==> src/rtl/loader_pkg.sv <==
// Shared definitions for the UART program loader: handshake bytes, FSM
// encodings and the little-endian byte-lane merge helper.
package loader_pkg;

  localparam logic [7:0] SYNC_BYTE = 8'h99;
  localparam logic [7:0] ACK_BYTE  = 8'hAA;

  typedef enum logic [2:0] {
    SEND_SYNC    = 3'd0,
    WAIT_SYNC_TX = 3'd1,
    RECV_SIZE    = 3'd2,
    RECV_DATA    = 3'd3,
    FLUSH        = 3'd4,
    SEND_ACK     = 3'd5,
    WAIT_ACK_TX  = 3'd6,
    DONE         = 3'd7
  } loader_state_e;

  typedef enum logic [1:0] {
    TX_IDLE  = 2'd0,
    TX_PULSE = 2'd1,
    TX_LAG   = 2'd2,
    TX_WAIT  = 2'd3
  } tx_phase_e;

  // Places a byte into lane 'lane' of a 32-bit little-endian word.
  function automatic logic [31:0] merge_byte(input logic [31:0] word,
                                             input logic [1:0]  lane,
                                             input logic [7:0]  data);
    logic [31:0] merged;
    merged = word;
    merged[{lane, 3'b000} +: 8] = data;
    return merged;
  endfunction

endpackage

==> src/rtl/loader_tx_seq.sv <==
// Single-byte UART_TX sequencer: issues one tx_start when the transmitter is
// free, skips the busy-lag cycle, then reports completion with a done pulse.
module loader_tx_seq
  import loader_pkg::*;
(
  input  logic       clk,
  input  logic       reset,
  input  logic       req,
  input  logic [7:0] data,
  input  logic       tx_busy,
  output logic       accept,
  output logic       done,
  output logic       tx_start,
  output logic [7:0] tx_sdata
);

  tx_phase_e  phase_r, phase_s;
  logic       tx_start_r, tx_start_s;
  logic [7:0] tx_sdata_r, tx_sdata_s;
  logic       done_r, done_s;

  assign accept = (phase_r == TX_IDLE) && req && !tx_busy;

  // Phase register
  always_ff @(posedge clk) begin
    if (reset) begin
      phase_r <= TX_IDLE;
    end else begin
      phase_r <= phase_s;
    end
  end

  // Next phase; TX_LAG is the cycle after tx_start where busy is not yet valid
  always_comb begin
    phase_s = phase_r;
    case (phase_r)
      TX_IDLE: begin
        if (accept) phase_s = TX_PULSE;
        else        phase_s = TX_IDLE;
      end
      TX_PULSE: phase_s = TX_LAG;
      TX_LAG:   phase_s = TX_WAIT;
      TX_WAIT: begin
        if (!tx_busy) phase_s = TX_IDLE;
        else          phase_s = TX_WAIT;
      end
      default:  phase_s = TX_IDLE;
    endcase
  end

  // Next values of the registered outputs
  always_comb begin
    tx_start_s = accept;
    done_s     = (phase_r == TX_WAIT) && !tx_busy;
    if (accept) tx_sdata_s = data;
    else        tx_sdata_s = tx_sdata_r;
  end

  // Output registers
  always_ff @(posedge clk) begin
    if (reset) begin
      tx_start_r <= 1'b0;
      tx_sdata_r <= 8'h00;
      done_r     <= 1'b0;
    end else begin
      tx_start_r <= tx_start_s;
      tx_sdata_r <= tx_sdata_s;
      done_r     <= done_s;
    end
  end

  assign tx_start = tx_start_r;
  assign tx_sdata = tx_sdata_r;
  assign done     = done_r;

endmodule

==> src/rtl/program_loader.sv <==
// UART boot loader: sync handshake, 32-bit little-endian size, byte stream
// packed into instruction-memory words, ack handshake, then CPU release.
module program_loader
  import loader_pkg::*;
#(
  parameter int IMEM_ADDR_W = 10
) (
  input  logic                   clk,
  input  logic                   reset,
  input  logic [7:0]             rx_rdata,
  input  logic                   rx_rdata_ready,
  input  logic                   rx_ferr,
  output logic [7:0]             tx_sdata,
  output logic                   tx_start,
  input  logic                   tx_busy,
  output logic                   imem_we,
  output logic [IMEM_ADDR_W-1:0] imem_addr,
  output logic [31:0]            imem_wdata,
  output logic                   load_done,
  output logic                   overflow,
  output logic                   ferr_seen
);

  loader_state_e state_r, state_s;

  logic [31:0]            count_r;
  logic [1:0]             lane_r;
  logic [31:0]            word_r;
  logic [31:0]            word_idx_r;
  logic                   imem_we_r;
  logic [IMEM_ADDR_W-1:0] imem_addr_r;
  logic [31:0]            imem_wdata_r;
  logic                   load_done_r;
  logic                   overflow_r;
  logic                   ferr_seen_r;

  logic        send_req_s;
  logic [7:0]  send_byte_s;
  logic        take_size_s;
  logic        take_data_s;
  logic        tx_accept_s;
  logic        tx_done_s;
  logic [31:0] size_full_s;
  logic [31:0] merged_s;
  logic        word_end_s;
  logic        in_range_s;

  loader_tx_seq u_tx_seq (
    .clk      (clk),
    .reset    (reset),
    .req      (send_req_s),
    .data     (send_byte_s),
    .tx_busy  (tx_busy),
    .accept   (tx_accept_s),
    .done     (tx_done_s),
    .tx_start (tx_start),
    .tx_sdata (tx_sdata)
  );

  assign size_full_s = {rx_rdata, count_r[23:0]};
  assign merged_s    = merge_byte(word_r, lane_r, rx_rdata);
  assign word_end_s  = take_data_s && ((lane_r == 2'd3) || (count_r == 32'd1));
  // Word index is wider than the address so out-of-range words are detectable
  assign in_range_s  = ((word_idx_r >> IMEM_ADDR_W) == 32'd0);

  // State register
  always_ff @(posedge clk) begin
    if (reset) begin
      state_r <= SEND_SYNC;
    end else begin
      state_r <= state_s;
    end
  end

  // Next-state logic
  always_comb begin
    state_s = state_r;
    case (state_r)
      SEND_SYNC: begin
        if (tx_accept_s) state_s = WAIT_SYNC_TX;
        else             state_s = SEND_SYNC;
      end
      WAIT_SYNC_TX: begin
        if (tx_done_s) state_s = RECV_SIZE;
        else           state_s = WAIT_SYNC_TX;
      end
      RECV_SIZE: begin
        if (take_size_s && (lane_r == 2'd3)) begin
          if (size_full_s != 32'd0) state_s = RECV_DATA;
          else                      state_s = SEND_ACK;
        end else begin
          state_s = RECV_SIZE;
        end
      end
      RECV_DATA: begin
        if (take_data_s && (count_r == 32'd1)) begin
          if (lane_r == 2'd3) state_s = SEND_ACK;
          else                state_s = FLUSH;
        end else begin
          state_s = RECV_DATA;
        end
      end
      FLUSH: state_s = SEND_ACK;
      SEND_ACK: begin
        if (tx_accept_s) state_s = WAIT_ACK_TX;
        else             state_s = SEND_ACK;
      end
      WAIT_ACK_TX: begin
        if (tx_done_s) state_s = DONE;
        else           state_s = WAIT_ACK_TX;
      end
      DONE:    state_s = DONE;
      default: state_s = SEND_SYNC;
    endcase
  end

  // Per-state control outputs; strobes outside the RECV states are dropped
  always_comb begin
    send_req_s  = 1'b0;
    send_byte_s = 8'h00;
    take_size_s = 1'b0;
    take_data_s = 1'b0;
    case (state_r)
      SEND_SYNC: begin
        send_req_s  = 1'b1;
        send_byte_s = SYNC_BYTE;
      end
      SEND_ACK: begin
        send_req_s  = 1'b1;
        send_byte_s = ACK_BYTE;
      end
      RECV_SIZE: take_size_s = rx_rdata_ready;
      RECV_DATA: take_data_s = rx_rdata_ready;
      default: begin
        send_req_s  = 1'b0;
        send_byte_s = 8'h00;
      end
    endcase
  end

  // Datapath: size capture, word packing and the registered imem write port.
  // Partial words are written on the completing strobe, so imem_we is high
  // during FLUSH with the unfilled lanes still zero from the last clear.
  always_ff @(posedge clk) begin
    if (reset) begin
      count_r      <= 32'd0;
      lane_r       <= 2'd0;
      word_r       <= 32'd0;
      word_idx_r   <= 32'd0;
      imem_we_r    <= 1'b0;
      imem_addr_r  <= '0;
      imem_wdata_r <= 32'd0;
      load_done_r  <= 1'b0;
      overflow_r   <= 1'b0;
      ferr_seen_r  <= 1'b0;
    end else begin
      if (take_size_s) begin
        count_r[{lane_r, 3'b000} +: 8] <= rx_rdata;
        lane_r                         <= lane_r + 2'd1;
      end else if (take_data_s) begin
        count_r <= count_r - 32'd1;
        lane_r  <= lane_r + 2'd1;
        word_r  <= word_end_s ? 32'd0 : merged_s;
      end
      if (word_end_s) begin
        word_idx_r   <= word_idx_r + 32'd1;
        imem_addr_r  <= word_idx_r[IMEM_ADDR_W-1:0];
        imem_wdata_r <= merged_s;
      end
      imem_we_r <= word_end_s && in_range_s;
      if (word_end_s && !in_range_s) overflow_r <= 1'b1;
      if ((take_size_s || take_data_s) && rx_ferr) ferr_seen_r <= 1'b1;
      load_done_r <= (state_s == DONE);
    end
  end

  assign imem_we    = imem_we_r;
  assign imem_addr  = imem_addr_r;
  assign imem_wdata = imem_wdata_r;
  assign load_done  = load_done_r;
  assign overflow   = overflow_r;
  assign ferr_seen  = ferr_seen_r;

endmodule

==> config.mk <==
export PLATFORM = sky130hd
export DESIGN_NAME = program_loader
export DESIGN_NICKNAME = d
export VERILOG_FILES = /design/src/rtl/loader_pkg.sv /design/src/rtl/loader_tx_seq.sv /design/src/rtl/program_loader.sv
export SDC_FILE = /design/constraint.sdc
export NUM_CORES = 1
export LEC_CHECK = 0
export ABC_CLOCK_PERIOD_IN_PS = 3500
export CAP_MARGIN = 20
export CORE_MARGIN = 4
export CORE_UTILIZATION = 45
export DETAILED_ROUTE_END_ITERATION = 16
export SYNTH_ARGS = -nofsm -noshare
export SYNTH_HDL_FRONTEND = slang
export SYNTH_SLANG_ARGS = --single-unit
==> constraint.sdc <==
create_clock -name clk -period 3.5 [get_ports clk]
set_input_delay 0.7 -clock clk [delete_from_list [all_inputs] [get_ports clk]]
set_output_delay 0.7 -clock clk [all_outputs]
set_load 0.02 [all_outputs]
Word-level counts from Yosys, hierarchy flattened. Index checks and enable logic that the tools add are counted.

Reduce and logical (&&, ||, !) cells: 20. Equality and inequality tests: 13. Shift operators: 2. $add $sub $neg: 4. Bitwise logic cells: 1. Mux-type cells: 23.

Operators with widths (number): two-way mux 32 bit (3); bitwise mux 32 bit (2); adder 32 x 1 -> 32 bit (second input constant) (1); == test 32 x 1 -> 1 bit (second input constant) (1); zero test 32 bit (1); nonzero test 32 bit (1); variable shift 8 x 7 -> 32 bit (first input constant) (1); indexed part select 8 x 7 -> 32 bit (1); subtractor 32 x 1 -> 32 bit (second input constant) (1); one-hot mux 3 bit (8 select lines) (1); one-hot mux 8 bit (2 select lines) (1); == test 3 bit (second input constant) (5); two-way mux 2 bit (5); logical AND 1 bit (9); two-way mux 3 bit (3); one-hot mux 2 bit (4 select lines) (1); two-way mux 1 bit (7); negation 5 -> 7 bit (1); == test 2 bit (second input constant) (3); == test 3 x 2 -> 1 bit (second input constant) (2); == test 3 x 1 -> 1 bit (second input constant) (1); zero test 3 bit (1); adder 2 x 1 -> 2 bit (second input constant) (1); == test 2 x 1 -> 1 bit (second input constant) (1); other kinds (7) (9).

Output and inout port bits: 55. Word-level logic and storage cells: 78. Flip-flop bits (word level): 159.

Longest topological paths before layout.
Depth in word-level cells: 8. Gate-level depth with buffers: 11.

By module. A second synthesis with hierarchy kept.

Cells, all modules: 1001. Area total of the unflattened synthesis: 8316.7 um^2.

By module, submodules not included: program_loader (instances 1, area each 7800.0 um^2, cells each 952); loader_tx_seq (instances 1, area each 516.7 um^2, cells each 49).

Least setup slack after synthesis. OpenSTA, ideal clock, no wires.

Path kind: input port to flip-flop. Start point: input rx_rdata_ready. End point: register word_idx_r[31]. Setup slack: 1.132 ns. Required time: 3.430 ns. Stages on the path: 8. Arrival time: 2.298 ns. Path buffers: 2. Path through: and4b_1 -> clkbuf_1 -> nor4b_4 -> and3_1 -> buf_4 -> nor2_1 -> or4_1 -> a21oi_1.

Longest elaborated chain between the ends: 2.

Ends and longest elaborated chain: from (decl) (line program_loader.sv:11) `input logic rx_rdata_ready,`; two-way mux 1 bit (line program_loader.sv:123) `case (state_r)`; logical AND 1 bit (line program_loader.sv:62) `assign word_end_s = take_data_s && ((lane_r == 2'd3) || (count_r == 32'd1));`; to (signal assigned) (line program_loader.sv:166) `word_idx_r <= word_idx_r + 32'd1;`; to (decl) (line program_loader.sv:29) `logic [31:0] word_idx_r;`.

No other way between the ends. A chain may end at the register's enable or synchronous reset.

Worst setup path after layout.
Start point: register lane_r[0]. End point: register count_r[22].

Longest elaborated chain between the ends: 4. Elaborated cells between the ends (all ways): 5.

Ends and longest elaborated chain: from (decl) (line program_loader.sv:27) `logic [1:0] lane_r;`; from (signal assigned) (line program_loader.sv:159) `lane_r <= lane_r + 2'd1;`; from (signal assigned) (line program_loader.sv:162) `lane_r <= lane_r + 2'd1;`; negation 5 -> 7 bit (*) (line program_loader.sv:158) `count_r[{lane_r, 3'b000} +: 8] <= rx_rdata;`; indexed part select 8 x 7 -> 32 bit or variable shift 8 x 7 -> 32 bit (tied branches) (line program_loader.sv:158); bitwise mux 32 bit (*) (line program_loader.sv:158); two-way mux 32 bit (*) (line program_loader.sv:157) `if (take_size_s) begin`; to (signal, indexed assignment) (line program_loader.sv:158); to (signal assigned) (line program_loader.sv:161) `count_r <= count_r - 32'd1;`; to (decl) (line program_loader.sv:26) `logic [31:0] count_r;`.

Every way passes the cells marked *; elsewhere a longest branch is shown, timed or not.

==> summary.txt <==
Status
  • Outcome: completed

Setup path
  • Slowest stage cell, crit path: nor4bb_1
  • CP endpoint: count_r[22]
  • Reg2Reg Setup Slack: just over 0.8 ns
  • Worst Setup SP: lane_r[0]
  • Critical path arrival: 3.00 ns
  • Required @ worst endpoint: between 3 and 4 ns
  • Crit. End Element: flip-flop
  • Reg2reg path depth: 7
  • Reg-to-Reg End: count_r[22]
  • Critical path class: flip-flop to flip-flop
  • CP Max Fanout: 9
  • Peak per-stage delay on the critical path: 0.81 ns
  • CP cell instances: inv_1 -> ha_1 -> nor4bb_1 -> nand2_1 -> nand3_1 -> o21ai_0 -> nor4b_1
  • Reg-to-Reg Start: lane_r[0]
  • Startpoint Class: flip-flop

Floorplan
  • FP Rows: 46
  • I/O pin count: 68
  • Die area: 18,400 µm²
  • Core area: 15,900 µm²
  • Die height: 136 µm
  • DIE WIDTH: between 100 and 150 µm
  • Initial Utilization: between 40% and 50%

Power and ir drop
  • Combinational power share: 4.7%
  • P_leak: 2.94 nW
  • Cell-internal power: 2.89 mW
  • Peak supply drop: between 0.3 and 0.4 mV
  • Clock share of power: between 40% and 50%
  • Switching share of power: 22.6%
  • Sequential share of power: 47.5%
  • Total net switching power: 846 µW
  • Pwr/cell area: 424 nW/µm²

Timing
  • Max-slew violations: 0
  • Min Tclk post-route: 2.69 ns
  • Final critical-path share of the clock period: 76.9%
  • Count of final hold-check violations: 0
  • Hold slack: 0.448 ns
  • Max Freq: 372 MHz
  • Clock Skew: 0.00821 ns
  • Crit path setup slack, layout: a little over 0.8 ns
  • RSZ-0062 raised after global routing: no
  • Total negative slack: 0 ns
  • Worst-Margin Slew: 0.902 ns
  • Rel. slew slack: between 30 and 40%
  • Setup violators final: 0

Clock network
  • CTS Hold Buffers Added: 0
  • Bufs on Longest Clock Path: 2
  • Clock latency on the worst-skew pair: about 0.42 ns
  • Clk root buf: clkbuf_16
  • CTS Buf Count: 17
  • Postcts setup bufs: 0
  • Worst-path clk slew: approximately 0.060 ns
  • CTS tree: built
  • Sink Count: 154
  • H-tree depth: 4
  • Post_cts resized: 0

Synthesis
  • Syn Inst Count: just over 900
  • Seq/Total Area, Yosys: 42.0%
  • Asr flop ratio synth: 0%
  • Dominant synthesized flop cell: dfxtp_1
  • Mapped Area: approximately 7300 µm²
  • Warnings, synthesis: 0
  • EDFF count, synth: 0
  • Post-synth cell types: 62
  • Syn Area/Cell: 7.93 µm²
  • Flops & latches, synth: approximately 150

Hold path
  • Hold Path Class: flip-flop to flip-flop
  • Worst hold start: word_r[26]

Placed design
  • Pre-CTS setup slack: 0.480 ns
  • Post-DP HPWL: approximately 14,000 µm
  • Port-buffer cells: 65
  • Final RePlAce weighted congestion: 0.880
  • Cells after DPL: 1,168

Global route
  • Initial antenna violation count: 0
  • Grt ovf: 0
  • Pin count of the biggest net entering global routing: slightly above 70
  • Vias in the first global route: 6,830
  • Total Routing Usage GR: 23.5%
  • First-pass GRT wire length: between 30,000 and 40,000 µm

Drt
  • Antenna Nets Post-Route: 0
  • Average wire per standard cell: 17.8 µm
  • Vias: around 7,000
  • Routed Wire Length: 21,400 µm
  • Initial DRC Count: ~610
  • Drt drc: 0
  • Pre-antenna DRT Iters: 5
  • Routed vias/inst: around 5.9

Final layout
  • Area Growth Syn to Fin: 19.8%
  • Share of cells above drive strength 1: about 7.5%
  • Nets@finish: 993
  • Commonest non-fill, non-tap cell in the layout: dfxtp_1
  • Most frequent cells in the layout: dfxtp_1 (154), nor2_1 (121), nand2_1 (116)
  • Fin cells: 1,198
  • Ant. Diodes: 0

Flow run
  • Number of max-cap violations: 0
## worst min path at each step
stage | slack, ns | depth (start not counted) | to
global route | 0.46 | 2 | word_r[26]
detailed placement | 0.44 | 2 | word_r[26]
finish | 0.45 | 2 | word_r[26]
CTS | 0.45 | 2 | word_r[26]
floorplan | 0.43 | 2 | word_r[25]
global placement | 0.43 | 2 | word_r[30]
## cell usage after synthesis (all sizes together) (5+ instances only)
library cell  instances  share of area, %
nor2                123               6.3
xor2                 11               1.3
buf                  18               1.4
and2                  5              0.43
or3                  23               2.0
a32oi                 7              0.83
or4                   8              0.87
xnor2                22               2.6
a22o                  9               1.1
and4                  7              0.83
a211oi               31               3.2
nand4                 7              0.60
nor4                 13               1.1
nand3                21               1.5
ha                    9               1.5
a31oi                 7              0.60
nor3                 22               1.6
a22oi                31               3.2
nor2b                 8              0.68
dfxtp               154                42
a2111oi               6              0.72
nand2               117               6.0
a21oi                98               6.7
and3                  7              0.60
o21ai                38               2.6
inv                  20               1.0
o2111ai               6              0.72
clkbuf               55               2.8
## kinds of logic after synthesis
family                   synth area share (%)
AND/OR/NAND/NOR                          24.2
AO/OA/AOI/OAI                            23.0
flip-flops                               42.0
buffers and inverters                    5.28
XOR/XNOR                                 3.93
adder cells (fa/ha/maj)                  1.53
other                                  0.0510
## power groups by stage
stage / clock network [mW] / registers [mW] / logic, mW
floorplan: 0 / 1.81 / 0.101
global placement: 0 / 1.81 / 0.172
detailed placement: 0 / 1.81 / 0.174
CTS: 1.82 / 1.77 / 0.174
global route: 1.90 / 1.77 / 0.188
finish: 1.79 / 1.77 / 0.176
## flip-flops by register name (all words and copies together), names as in the netlist
register           cells
count_r               32
state_r                3
lane_r                 2
overflow               1
u_tx_seq.tx_sdata      3
word_r                32
ferr_seen              1
imem_wdata            32
word_idx_r            32
u_tx_seq.phase_r       2
load_done              1
imem_addr             10
imem_we                1
u_tx_seq.tx_start      1
u_tx_seq.done          1
## worst max-delay path, delay by kind of cell, from the launching register on
kind,cells,cell delay (ns)
buf+inv,1,0.14
flops,1,0.48
simple gates,4,1.57
compound gates,1,0.08
fa+ha+maj,1,0.32
## through the flow
step / cell area (µm²) / power, mW / utilization [%]
CTS: 8810 / 3.77 / 55.2
global placement: 8240 / 1.98 / 51.7
global route: 8810 / 3.86 / 55.2
finish: 8810 / 3.73 / 55.2
floorplan: 7350 / 1.92 / -
detailed placement: 8240 / 1.98 / 51.7
## metal layers
| metal | wire (µm) | GRT usage (%) |
|---|---|---|
| met3 | 1190 | 4.87 |
| met4 | 446 | 7.17 |
| met2 | 10200 | 38.2 |
| met5 | 0 | 0 |
| met1 | 9560 | 31.4 |
## area by class of cell
cell class | instances | area [µm²]
clock buffers | 19 | 443
clock inverters | 11 | 123
fillers | 1502 | 7140
inverters | 20 | 75.1
multi-input cells | 681 | 3890
flip-flops and latches | 154 | 3080
well taps | 216 | 270
repair buffers | 97 | 926
Power figures use the tool's default switching activity.
